`src/rtl/bnn_layer_sequencer.sv`:
```
// Bit-serial sequencer for one binarized fully-connected layer: one XNOR/popcount/compare
// slice is time-shared across all neurons, one input bit per clock.
module bnn_layer_sequencer #(
    parameter int N_IN   = 4,
    parameter int N_OUT  = 4,
    parameter int BIAS_W = 4
) (
    input  logic                     clk,
    input  logic                     rst,
    input  logic                     start,
    input  logic                     abort,
    input  logic [N_IN-1:0]          in_vec,
    input  logic [N_IN*N_OUT-1:0]    weights,
    input  logic [BIAS_W*N_OUT-1:0]  bias,
    output logic                     ready,
    output logic                     busy,
    output logic                     done,
    output logic [N_OUT-1:0]         result
);

    localparam int AW = $clog2(N_IN + 1);
    localparam int BW = (N_IN > 1) ? $clog2(N_IN) : 1;
    localparam int NW = (N_OUT > 1) ? $clog2(N_OUT) : 1;
    localparam int CW = (AW > BIAS_W) ? AW : BIAS_W;

    // Handshake: start is taken on a rising edge where start=1 and ready=1; operands are
    // sampled only then. done is a one-cycle pulse; result changes on the edge ending it.
    typedef enum logic [1:0] {S_IDLE, S_ACCUM, S_CMP, S_DONE} state_t;

    state_t                    state, state_nx;
    logic [N_IN-1:0]           in_r;
    logic [N_IN*N_OUT-1:0]     w_r;
    logic [BIAS_W*N_OUT-1:0]   bias_r;
    logic [AW-1:0]             acc;
    logic [BW-1:0]             bit_idx;
    logic [NW-1:0]             neuron_idx;
    logic [N_OUT-1:0]          shadow;

    logic [N_IN-1:0]           w_row;
    logic [BIAS_W-1:0]         bias_sel;
    logic                      match;
    logic                      cmp_bit;
    logic                      bit_last;
    logic                      neuron_last;

    always_comb begin
        w_row       = w_r[neuron_idx*N_IN +: N_IN];
        bias_sel    = bias_r[neuron_idx*BIAS_W +: BIAS_W];
        match       = ~(in_r[bit_idx] ^ w_row[bit_idx]);
        // Both sides zero-extended so an oversized threshold can never be met.
        cmp_bit     = (CW'(acc) >= CW'(bias_sel));
        bit_last    = (bit_idx == BW'(N_IN - 1));
        neuron_last = (neuron_idx == NW'(N_OUT - 1));
    end

    always_ff @(posedge clk or posedge rst) begin
        if (rst) state <= S_IDLE;
        else     state <= state_nx;
    end

    always_comb begin
        state_nx = state;
        ready    = 1'b0;
        busy     = 1'b0;
        done     = 1'b0;
        case (state)
            S_IDLE: begin
                ready = 1'b1;
                if (start) state_nx = S_ACCUM;
            end
            S_ACCUM: begin
                busy = 1'b1;
                if (abort)         state_nx = S_IDLE;
                else if (bit_last) state_nx = S_CMP;
            end
            S_CMP: begin
                busy = 1'b1;
                if (abort)            state_nx = S_IDLE;
                else if (neuron_last) state_nx = S_DONE;
                else                  state_nx = S_ACCUM;
            end
            S_DONE: begin
                done     = 1'b1;
                state_nx = S_IDLE;
            end
            default: state_nx = S_IDLE;
        endcase
    end

    always_ff @(posedge clk or posedge rst) begin
        if (rst) begin
            in_r       <= '0;
            w_r        <= '0;
            bias_r     <= '0;
            acc        <= '0;
            bit_idx    <= '0;
            neuron_idx <= '0;
            shadow     <= '0;
            result     <= '0;
        end else begin
            case (state)
                S_IDLE: begin
                    if (start) begin
                        in_r       <= in_vec;
                        w_r        <= weights;
                        bias_r     <= bias;
                        acc        <= '0;
                        bit_idx    <= '0;
                        neuron_idx <= '0;
                        shadow     <= '0;
                    end
                end
                S_ACCUM: begin
                    if (abort) begin
                        shadow <= '0;
                    end else begin
                        acc     <= acc + AW'(match);
                        bit_idx <= bit_last ? '0 : bit_idx + 1'b1;
                    end
                end
                S_CMP: begin
                    if (abort) begin
                        shadow <= '0;
                    end else begin
                        shadow[neuron_idx] <= cmp_bit;
                        acc                <= '0;
                        bit_idx            <= '0;
                        if (!neuron_last) neuron_idx <= neuron_idx + 1'b1;
                    end
                end
                S_DONE: begin
                    result <= shadow;
                end
                default: ;
            endcase
        end
    end

endmodule

```
`config.mk`:
```
export PLATFORM = sky130hd
export DESIGN_NAME = bnn_layer_sequencer
export DESIGN_NICKNAME = d
export VERILOG_FILES = /design/src/rtl/bnn_layer_sequencer.sv
export SDC_FILE = /design/constraint.sdc
export NUM_CORES = 1
export LEC_CHECK = 0
export CORE_ASPECT_RATIO = 0.8
export CORE_MARGIN = 1
export CORE_UTILIZATION = 39
export CTS_CLUSTER_DIAMETER = 40
export DETAILED_ROUTE_END_ITERATION = 8
export SLEW_MARGIN = 10
export SYNTH_ARGS = -nofsm -noshare
export SYNTH_HDL_FRONTEND = slang
export SYNTH_SLANG_ARGS = --single-unit
```
`constraint.sdc`:
```
create_clock -name clk -period 4.9 [get_ports clk]
set_clock_uncertainty 0.15 [all_clocks]
set_input_delay 0.735 -clock clk [delete_from_list [all_inputs] [get_ports clk]]
set_output_delay 0.735 -clock clk [all_outputs]
set_load 0.005 [all_outputs]
```
# --- Word-level counts from Yosys, hierarchy flattened ---
# Index checks and enable logic that the tools add are counted.
totals:
  reg_bits: 53
op_classes:
  n_eq_ne: 11
  shifts: 2
  bitwise_logic: 2
  n_reduce_logical: 10
  n_lt_le_gt_ge: 4
  add_sub_neg: 3
  muxes: 32
ops:
  columns: ["cell", "count"]
  rows:
  - ["$shiftx 16x5->4", 2]
  - ["$mux 2", 11]
  - ["$mux 4", 3]
  - ["$pmux 4 s3", 1]
  - ["$ne 2x2->1 const B", 5]
  - ["$mux 3", 3]
  - ["$pmux 3 s3", 1]
  - ["$eq 2x2->1 const B", 4]
  - ["$pmux 2 s4", 1]
  - ["$reduce_and 4->1", 2]
  - ["$lt 2x3->1 const B", 2]
  - ["$mux 1", 6]
  - ["$pmux 2 s3", 1]
  - ["$add 2x1->2 const B", 2]
  - ["$bmux 1 s2", 2]
  - ["$bwmux 4", 1]
  - ["$ge 3x4->1", 1]
  - ["$pmux 2 s2", 1]
  - ["$reduce_and 2->1", 2]
  - ["$add 3x1->3", 1]
  - ["$ne 3x3->1 const B", 1]
  - ["$reduce_and 3->1", 1]
  - ["$reduce_bool 3->1", 1]
  - ["$demux 1 s2", 1]
  - ["other kinds (8)", 8]

# --- Longest topological paths before layout ---
# Gate-level depths: netlist of the first run.
depth:
  depth_word: 8
  depth_mapped: 10

# --- Least setup slack after synthesis of the first run ---
# Ideal clock, no wire load.
synth_path:
  path_type: "register -> register"
  from: "register neuron_idx[0]"
  to: "register shadow[0]"
  period_less_slack_ns: 2.350
  path_stages_with_launch: 8
  setup_time_ns: 0.134
  path_buffers: 1
  required_ns: 4.616
  path_slack_ns: 2.550
  arrival_ns: 2.066
  path_cell_list: "dfrtp_1 -> buf_6 -> mux4_1 -> ha_1 -> nand2b_1 -> a21o_1 -> a21oi_1 -> o31ai_2"
synth_via:
  elab_chain_len: 7
  word_cells_on_any_way: 10
  cone_classes: "3 x order compare; 1 x shift; 5 x mux; 1 x reduce/logical"
synth_lines:
  columns: ["item", "line_no", "source"]
  rows:
  - ["start, declared", "36", "logic [NW-1:0] neuron_idx;"]
  - ["start signal, assigned", "128", "if (!neuron_last) neuron_idx <= neuron_idx + 1'b1;"]
  - ["parallel branches: the longest is 4 deep, another holds $ge 3x4->1", null, null]
  - ["$bwmux 4 *", "125", "shadow[neuron_idx] <= cmp_bit;"]
  - ["$mux 4 *", "122", "if (abort) begin"]
  - ["$pmux 4 s3 *", "101", "case (state)"]
  - ["end signal, assigned by index", "125", null]
  - ["end, declared", "37", "logic [N_OUT-1:0] shadow;"]
# Mark *: on every way between the ends.
# A chain may end at the register's enable or synchronous reset.

# --- Worst setup path after layout of the first run ---
# Ends and elaborated chain as after synthesis.

==> qor.tcl, run 1 <==
set qor(outcome) {finished clean}
set qor(die_width_um) 93.8
set qor(timing.critical_path.required_ps) 4940
set qor(switching_share) 0.317
set qor(yosysWarnings) 0
set qor(layout_commonest_cell) {sky130_fd_sc_hd__dfrtp_1}
set qor(antenna_found_initial) 0
set qor(cts_tree) {yes}
set qor(design.die.area_sq_um) 7070
set qor(instances_no_fill) 328
set qor(grt_pass1_vias) 1645
set qor(cts_sinks) 53
set qor(cts_htree_levels) 2
set qor(coreArea_sq_um) 6440
set qor(setup-tns-final_ps) 0
set qor(number_of_max_capacitance_violations_reported) 0
set qor(total_cts_buffers) 5
set qor(synthCells) 195
set qor(global_route.usage.total) 0.150
set qor(portBuffers) 46
set qor(clk-insertion-delay-late_ps) 310
set qor(final_critical_delay_including_setup_and_external_delays_ps) 2720
set qor(comb_power_share) 0.368
set qor(synth_top_cell_by_area) {sky130_fd_sc_hd__dfrtp_1}
set qor(switching_power_uw) 491
set qor(globalRoute.totalOverflow) 0
set qor(yosys-top-cells-area) {sky130_fd_sc_hd__dfrtp_1, sky130_fd_sc_hd__mux2_2, sky130_fd_sc_hd__mux4_1}
set qor(post_synth_instance_area_sq_um) 2630
set qor(ys_seq_area_frac) 0.505
set qor(mapped_avg_cell_area_sq_um) 13.5
set qor(arrival_time_of_data_at_the_critical_path_endpoint_ps) 2760
set qor(root_buffer) {sky130_fd_sc_hd__clkbuf_8}
set qor(dp_cells) 320
set qor(post-dp-hpwl_um) 3230
set qor(die_height_um) 75.4
set qor(diodes) 0
set qor(final_hold_viol_count) 0
set qor(wirelength_um) 4560
set qor(power.density_cell_area_nw_per_um2) 474
set qor(floorplan.initialDensity) 0.408
set qor(internal_dissipation_uw) 1060
set qor(fin_worst_hold_slack_ps) 356
set qor(detail_route.wl_per_cell_um) 13.9
set qor(grt_first_pass_wirelength_um) 8040
set qor(timing_worst_setup_path_type) {flip-flop to flip-flop}
set qor(slew_violations) 0
set qor(max-slew-margin-rel) 0.554
set qor(timing.critical_path.from_type) {flip-flop}
set qor(fp-row-count) 26
set qor(fmax_mhz) 368
set qor(vdd.ir_drop.worst_mv) 0.186
set qor(gp_congestion) 0.701
set qor(post_cts.repair.setup_buffers) 0
set qor(synth.ff_latch_count) 53
set qor(timing.critical_path.fanout_max) 11
set qor(via_count) 1591
set qor(min_path_type) {flip-flop to flip-flop}
set qor(drc) 0
set qor(synth_top_area_frac) 0.505
set qor(detailedRoute.firstPassIterationCount) 4
set qor(layout_worst_path_cycle_share) 0.555
set qor(cp-end-kind) {flip-flop}
set qor(grt_start_max_net_pins) 54
set qor(postCtsResizedCells) 0
set qor(detail-route-antenna-nets) 0
set qor(via_per_inst) 4.85
set qor(path_clk_slew_ps) 100
set qor(post_route_cells_drive_above_1_share) 0.238
set qor(nNetsFinal) 297
set qor(postCtsHoldBufs) 0
set qor(post_synth_num_cell_types) 25
set qor(io-pin-count) 47
set qor(power.leakage_uw) 0.00142
set qor(cts.path.max_buffers) 2
set qor(grt_setup_unrepaired) {no}
set qor(power_frac_seq) 0.458
set qor(detailedRoute.firstIterationViolations) 59
set qor(setup_viol) 0
set qor(actual_transition_at_the_worst_max_transition_pin_ps) 670
set qor(area_growth_from_synthesis_to_layout_pct) 24.5
set qor(number_of_nets_produced_by_synthesis) 249
set qor(mostFrequentLayoutCells) {sky130_fd_sc_hd__dfrtp_1, sky130_fd_sc_hd__clkdlybuf4s50_1, sky130_fd_sc_hd__mux2_2}
set qor(clockPowerShare) 0.174
==> cell usage after synthesis <==
master / n
sky130_fd_sc_hd__clkbuf_1: 4
sky130_fd_sc_hd__nor2b_1: 2
sky130_fd_sc_hd__a21oi_1: 4
sky130_fd_sc_hd__xor2_1: 2
sky130_fd_sc_hd__mux2i_1: 7
sky130_fd_sc_hd__dfrtp_1: 53
sky130_fd_sc_hd__mux2_2: 40
sky130_fd_sc_hd__or3_4: 1
sky130_fd_sc_hd__o21ai_1: 1
sky130_fd_sc_hd__buf_2: 2
sky130_fd_sc_hd__o31ai_1: 2
sky130_fd_sc_hd__nand2b_2: 1
sky130_fd_sc_hd__inv_1: 13
sky130_fd_sc_hd__nor2_1: 5
sky130_fd_sc_hd__o31ai_2: 4
sky130_fd_sc_hd__nor3_1: 2
sky130_fd_sc_hd__mux4_1: 7
sky130_fd_sc_hd__nand2b_1: 4
sky130_fd_sc_hd__mux4_2: 1
sky130_fd_sc_hd__buf_6: 1
sky130_fd_sc_hd__o21ai_0: 10
sky130_fd_sc_hd__ha_1: 14
sky130_fd_sc_hd__nand3b_1: 2
sky130_fd_sc_hd__a21o_1: 2
sky130_fd_sc_hd__nand2_1: 11
==> state kept, by name, summed over array words and instances, names as in the netlist <==
name        cells
acc             3
bias_r         16
bit_idx         2
in_r            4
neuron_idx      2
result          4
shadow          4
state           2
w_r            16
==> power by group through the flow <==
stage          registers [uW]  logic [uW]  clock network (uW)
2_1_floorplan             670         462                   0
3_3_place_gp              717         568                   0
3_5_place_dp              721         579                   0
4_1_cts                   712         581                 277
5_1_grt                   737         645                 297
6_report                  710         572                 269
==> final cells by class <==
| class | instances | area, sq um |
|---|---|---|
| fill | 593 | 3170 |
| multi-input combinational | 122 | 1220 |
| clock buffer | 6 | 82.6 |
| sequential | 53 | 1330 |
| timing repair buffer | 48 | 475 |
| clock inverter | 2 | 16.3 |
| tap | 84 | 105 |
| inverter | 13 | 48.8 |
==> worst paths after layout <==
| path | end | slack (ps) | start | depth (start not counted) |
|---|---|---|---|---|
| max | shadow[0] | 2180 | neuron_idx[0] | 6 |
| min | acc[2] | 360 | acc[2] | 1 |
| max reg2reg | shadow[0] | 2180 | neuron_idx[0] | 6 |
| min reg2reg | acc[2] | 360 | acc[2] | 1 |
| max in group asynchronous | acc[0] | 3390 | rst | 3 |
| min in group asynchronous | result[1] | 770 | rst | 3 |
==> routing by layer <==
layer,wire (um),up-vias,track usage,share of wire
li1,-,789,-,-
met1,2420,756,0.228,0.53
met2,1860,38,0.206,0.41
met3,214,8,0.0409,0.047
met4,65,0,0.0513,0.014
met5,0,-,0,0
==> metrics by stage <==
step	setup WS [ps]	total power, uW	utilization	cell area (sq um)
floorplan	2550	1130	-	2630
global placement	2190	1290	0.493	3170
detailed placement	2160	1300	0.493	3170
CTS	2130	1570	0.508	3270
global route	1980	1680	0.508	3270
finish	2180	1550	0.508	3270
==> cell families (layout without fill, tap and decap cells) <==
group	after synthesis	in the layout	share of synthesized area
multiplexers	55	55	0.277
flip-flops	53	53	0.505
AO/OA/AOI/OAI	23	23	0.0590
AND/OR/NAND/NOR	28	28	0.0543
adder cells (fa/ha/maj)	14	14	0.0666
buffers and inverters	20	69	0.0324
XOR/XNOR	2	2	0.00666
==> critical path: stages (launching register included) <==
cell and delay [ps]:
sky130_fd_sc_hd__dfrtp_1 690, sky130_fd_sc_hd__mux4_1 620, sky130_fd_sc_hd__ha_1 270, sky130_fd_sc_hd__nand2b_1 130, sky130_fd_sc_hd__a21o_1 170, sky130_fd_sc_hd__a21oi_1 440
sky130_fd_sc_hd__o31ai_2 110
Power figures use the tool's default switching activity.
==> inputs of run 2 (changes only) <==
clock period = 2.41 ns   (was 4.9 ns; I/O delays follow)
==> run 2 against run 1 <==
Effect of this change:
- sequential share of layout area is 1.2 points lower
- largest power group unchanged
- global-route usage is 0.17 points higher
- worst hold slack worse by 98 ps
- cell count is 2.4% higher
- critical path type unchanged
- sequential cell count stayed put
- routed wire length is 4.1% higher
- clock power is 94% higher
- sequential power is 100% higher
- largest cell class unchanged
- via count is 3.3% higher
- register-to-register slack worse by 2100 ps
==> qor.tcl, run 2 (synthesis results as in run 1) <==
set qor(outcome) {finished clean}
set qor(globalRoute.totalOverflow) 0
set qor(nNetsFinal) 305
set qor(cp-end-kind) {flip-flop}
set qor(grt_pass1_vias) 1605
set qor(global_route.usage.total) 0.152
set qor(placement.setup.worst_slack_ps) -48.4
set qor(root_buffer) {sky130_fd_sc_hd__clkbuf_8}
set qor(die_height_um) 75.4
set qor(crit_path_max_incr_delay_ps) 610
set qor(mostFrequentLayoutCells) {sky130_fd_sc_hd__dfrtp_1, sky130_fd_sc_hd__clkdlybuf4s50_1, sky130_fd_sc_hd__mux2_2}
set qor(area_growth_from_synthesis_to_layout_pct) 28.2
set qor(wirelength_um) 4740
set qor(vdd.ir_drop.worst_mv) 0.387
set qor(grt_setup_unrepaired) {yes}
set qor(drc) 0
set qor(crit_slowest_cell) {sky130_fd_sc_hd__mux4_1}
set qor(layout_top_registers) {bias_r x16, w_r x16}
set qor(post-dp-hpwl_um) 3430
set qor(via_count) 1643
set qor(die_width_um) 93.8
set qor(layout_worst_path_cycle_share) 0.972
set qor(timing_worst_setup_path_type) {flip-flop to flip-flop}
set qor(postCtsHoldBufs) 0
set qor(coreArea_sq_um) 6440
set qor(total_power_consumption_of_the_routed_design_uw) 3230
set qor(fp-row-count) 26
set qor(timing.critical_path.fanout_max) 2
set qor(timing.critical_path.required_ps) 2490
set qor(cts_htree_levels) 2
set qor(via_per_inst) 4.89
set qor(diodes) 0
set qor(grt_start_max_net_pins) 54
set qor(slew_violations) 0
set qor(cp_cell_sequence) {mux4_1 -> mux2i_2 -> xor2_1 -> mux2i_1 -> ha_2 -> ha_4 -> nand2_1 -> o21ai_1}
set qor(actual_transition_at_the_worst_max_transition_pin_ps) 382
set qor(portBuffers) 46
set qor(floorplan.initialDensity) 0.408
set qor(setup_viol) 0
set qor(final_critical_delay_including_setup_and_external_delays_ps) 2340
set qor(clk-insertion-delay-late_ps) 320
set qor(cts_sinks) 53
set qor(cts.path.max_buffers) 2
set qor(cts_tree) {yes}
set qor(num-fill-cells) 564
set qor(power.density_cell_area_nw_per_um2) 957
set qor(max-slew-margin-rel) 0.745
set qor(arrival_time_of_data_at_the_critical_path_endpoint_ps) 2430
set qor(total_cts_buffers) 5
set qor(finalWorstSetupSlack_ps) 67.3
set qor(detailedRoute.firstPassIterationCount) 4
set qor(design.die.area_sq_um) 7070
set qor(min_path_type) {primary input to asynchronous set/reset pin}
set qor(grt_first_pass_wirelength_um) 8140
set qor(detail-route-antenna-nets) 0
set qor(post_route_cells_drive_above_1_share) 0.278
set qor(io-pin-count) 47
set qor(antenna_found_initial) 0
set qor(gp_congestion) 0.744
set qor(path_clk_slew_ps) 110
set qor(final_hold_viol_count) 0
set qor(fmax_mhz) 427
set qor(layout_commonest_cell) {sky130_fd_sc_hd__dfrtp_1}
set qor(detailedRoute.firstIterationViolations) 57
set qor(power.leakage_uw) 0.00146
set qor(timing.critical_path.from_type) {flip-flop}
set qor(detail_route.wl_per_cell_um) 14.1
set qor(number_of_max_capacitance_violations_reported) 0
-- run 2: changes by cell type in the layout (fill, tap and decap cells not counted), moves of 2 or more --
| cell | delta |
|---|---|
| sky130_fd_sc_hd__buf_4 | +5 |
| sky130_fd_sc_hd__buf_12 | +2 |
| sky130_fd_sc_hd__ha_1 | -2 |
| sky130_fd_sc_hd__o21ai_0 | -2 |
| sky130_fd_sc_hd__o21ai_1 | +2 |
-- run 2: through the flow --
step                      utilization  cells  area [sq um]  hold slack [ps]  setup TNS [ps]
after floorplan                     -    195          2630              301               0
final                           0.523    336          3370              258               0
after CTS                       0.520    336          3350              267               0
after global routing            0.523    336          3370              303            -199
after detailed placement        0.502    325          3240              336           -93.5
after global placement          0.502    325          3240              326               0
-- run 2: path summary, 6_finish.rpt --
path / startpoint / to / slack, ps / cells past startpoint
setup / recovery: bit_idx[0] / acc[1] / 70 / 8
setup reg to reg: bit_idx[0] / acc[1] / 70 / 8
hold / removal: rst / w_r[9] / 260 / 3
min in group clk: bias_r[6] / bias_r[6] / 360 / 1
hold reg to reg: bias_r[6] / bias_r[6] / 360 / 1
max in group asynchronous: rst / bias_r[8] / 1620 / 3
-- run 2: layout make-up --
class,count,area [sq um],area share
clock buffers,5,68.8,0.0204
repair buffers,56,564,0.167
multi-input cells,122,1230,0.366
well taps,84,105,0.0312
inverters,13,48.8,0.0145
clock inverters,3,25.0,0.00742
flip-flops and latches,53,1330,0.393
-- run 2: worst max-delay path: cells and delay by family (launching register included) --
kind                     cells  cell delay [ps]
AO/OA/AOI/OAI                1              130
adder cells (fa/ha/maj)      2              450
flip-flops                   1              390
multiplexers                 3              900
AND/OR/NAND/NOR              1               40
XOR/XNOR                     1              190
-- run 2: per-layer routing --
layer	vias up	GRT usage	share of wire
li1	803	-	-
met1	799	0.235	0.53
met2	39	0.214	0.42
met3	2	0.0449	0.046
met4	0	0.0205	0.0030
met5	-	0	0
-- run 2: timing repair --
action	4_1_cts	5_1_grt
gates cloned	0	0
setup endpoints to repair	2	6
pin swaps	0	3
resized for setup	3	5
buffers inserted	3	0
-- run 2: power by group --
| group | internal (uW) | switching [uW] |
|---|---|---|
| combinational | 749 | 522 |
| clock | 210 | 313 |
| sequential | 1240 | 196 |
==> inputs of run 3 (changes only) <==
SLEW_MARGIN = unset   (was 10)
==> results of run 3 <==
Same layout as run 2: the final DEF is identical, and so are final timing and power.
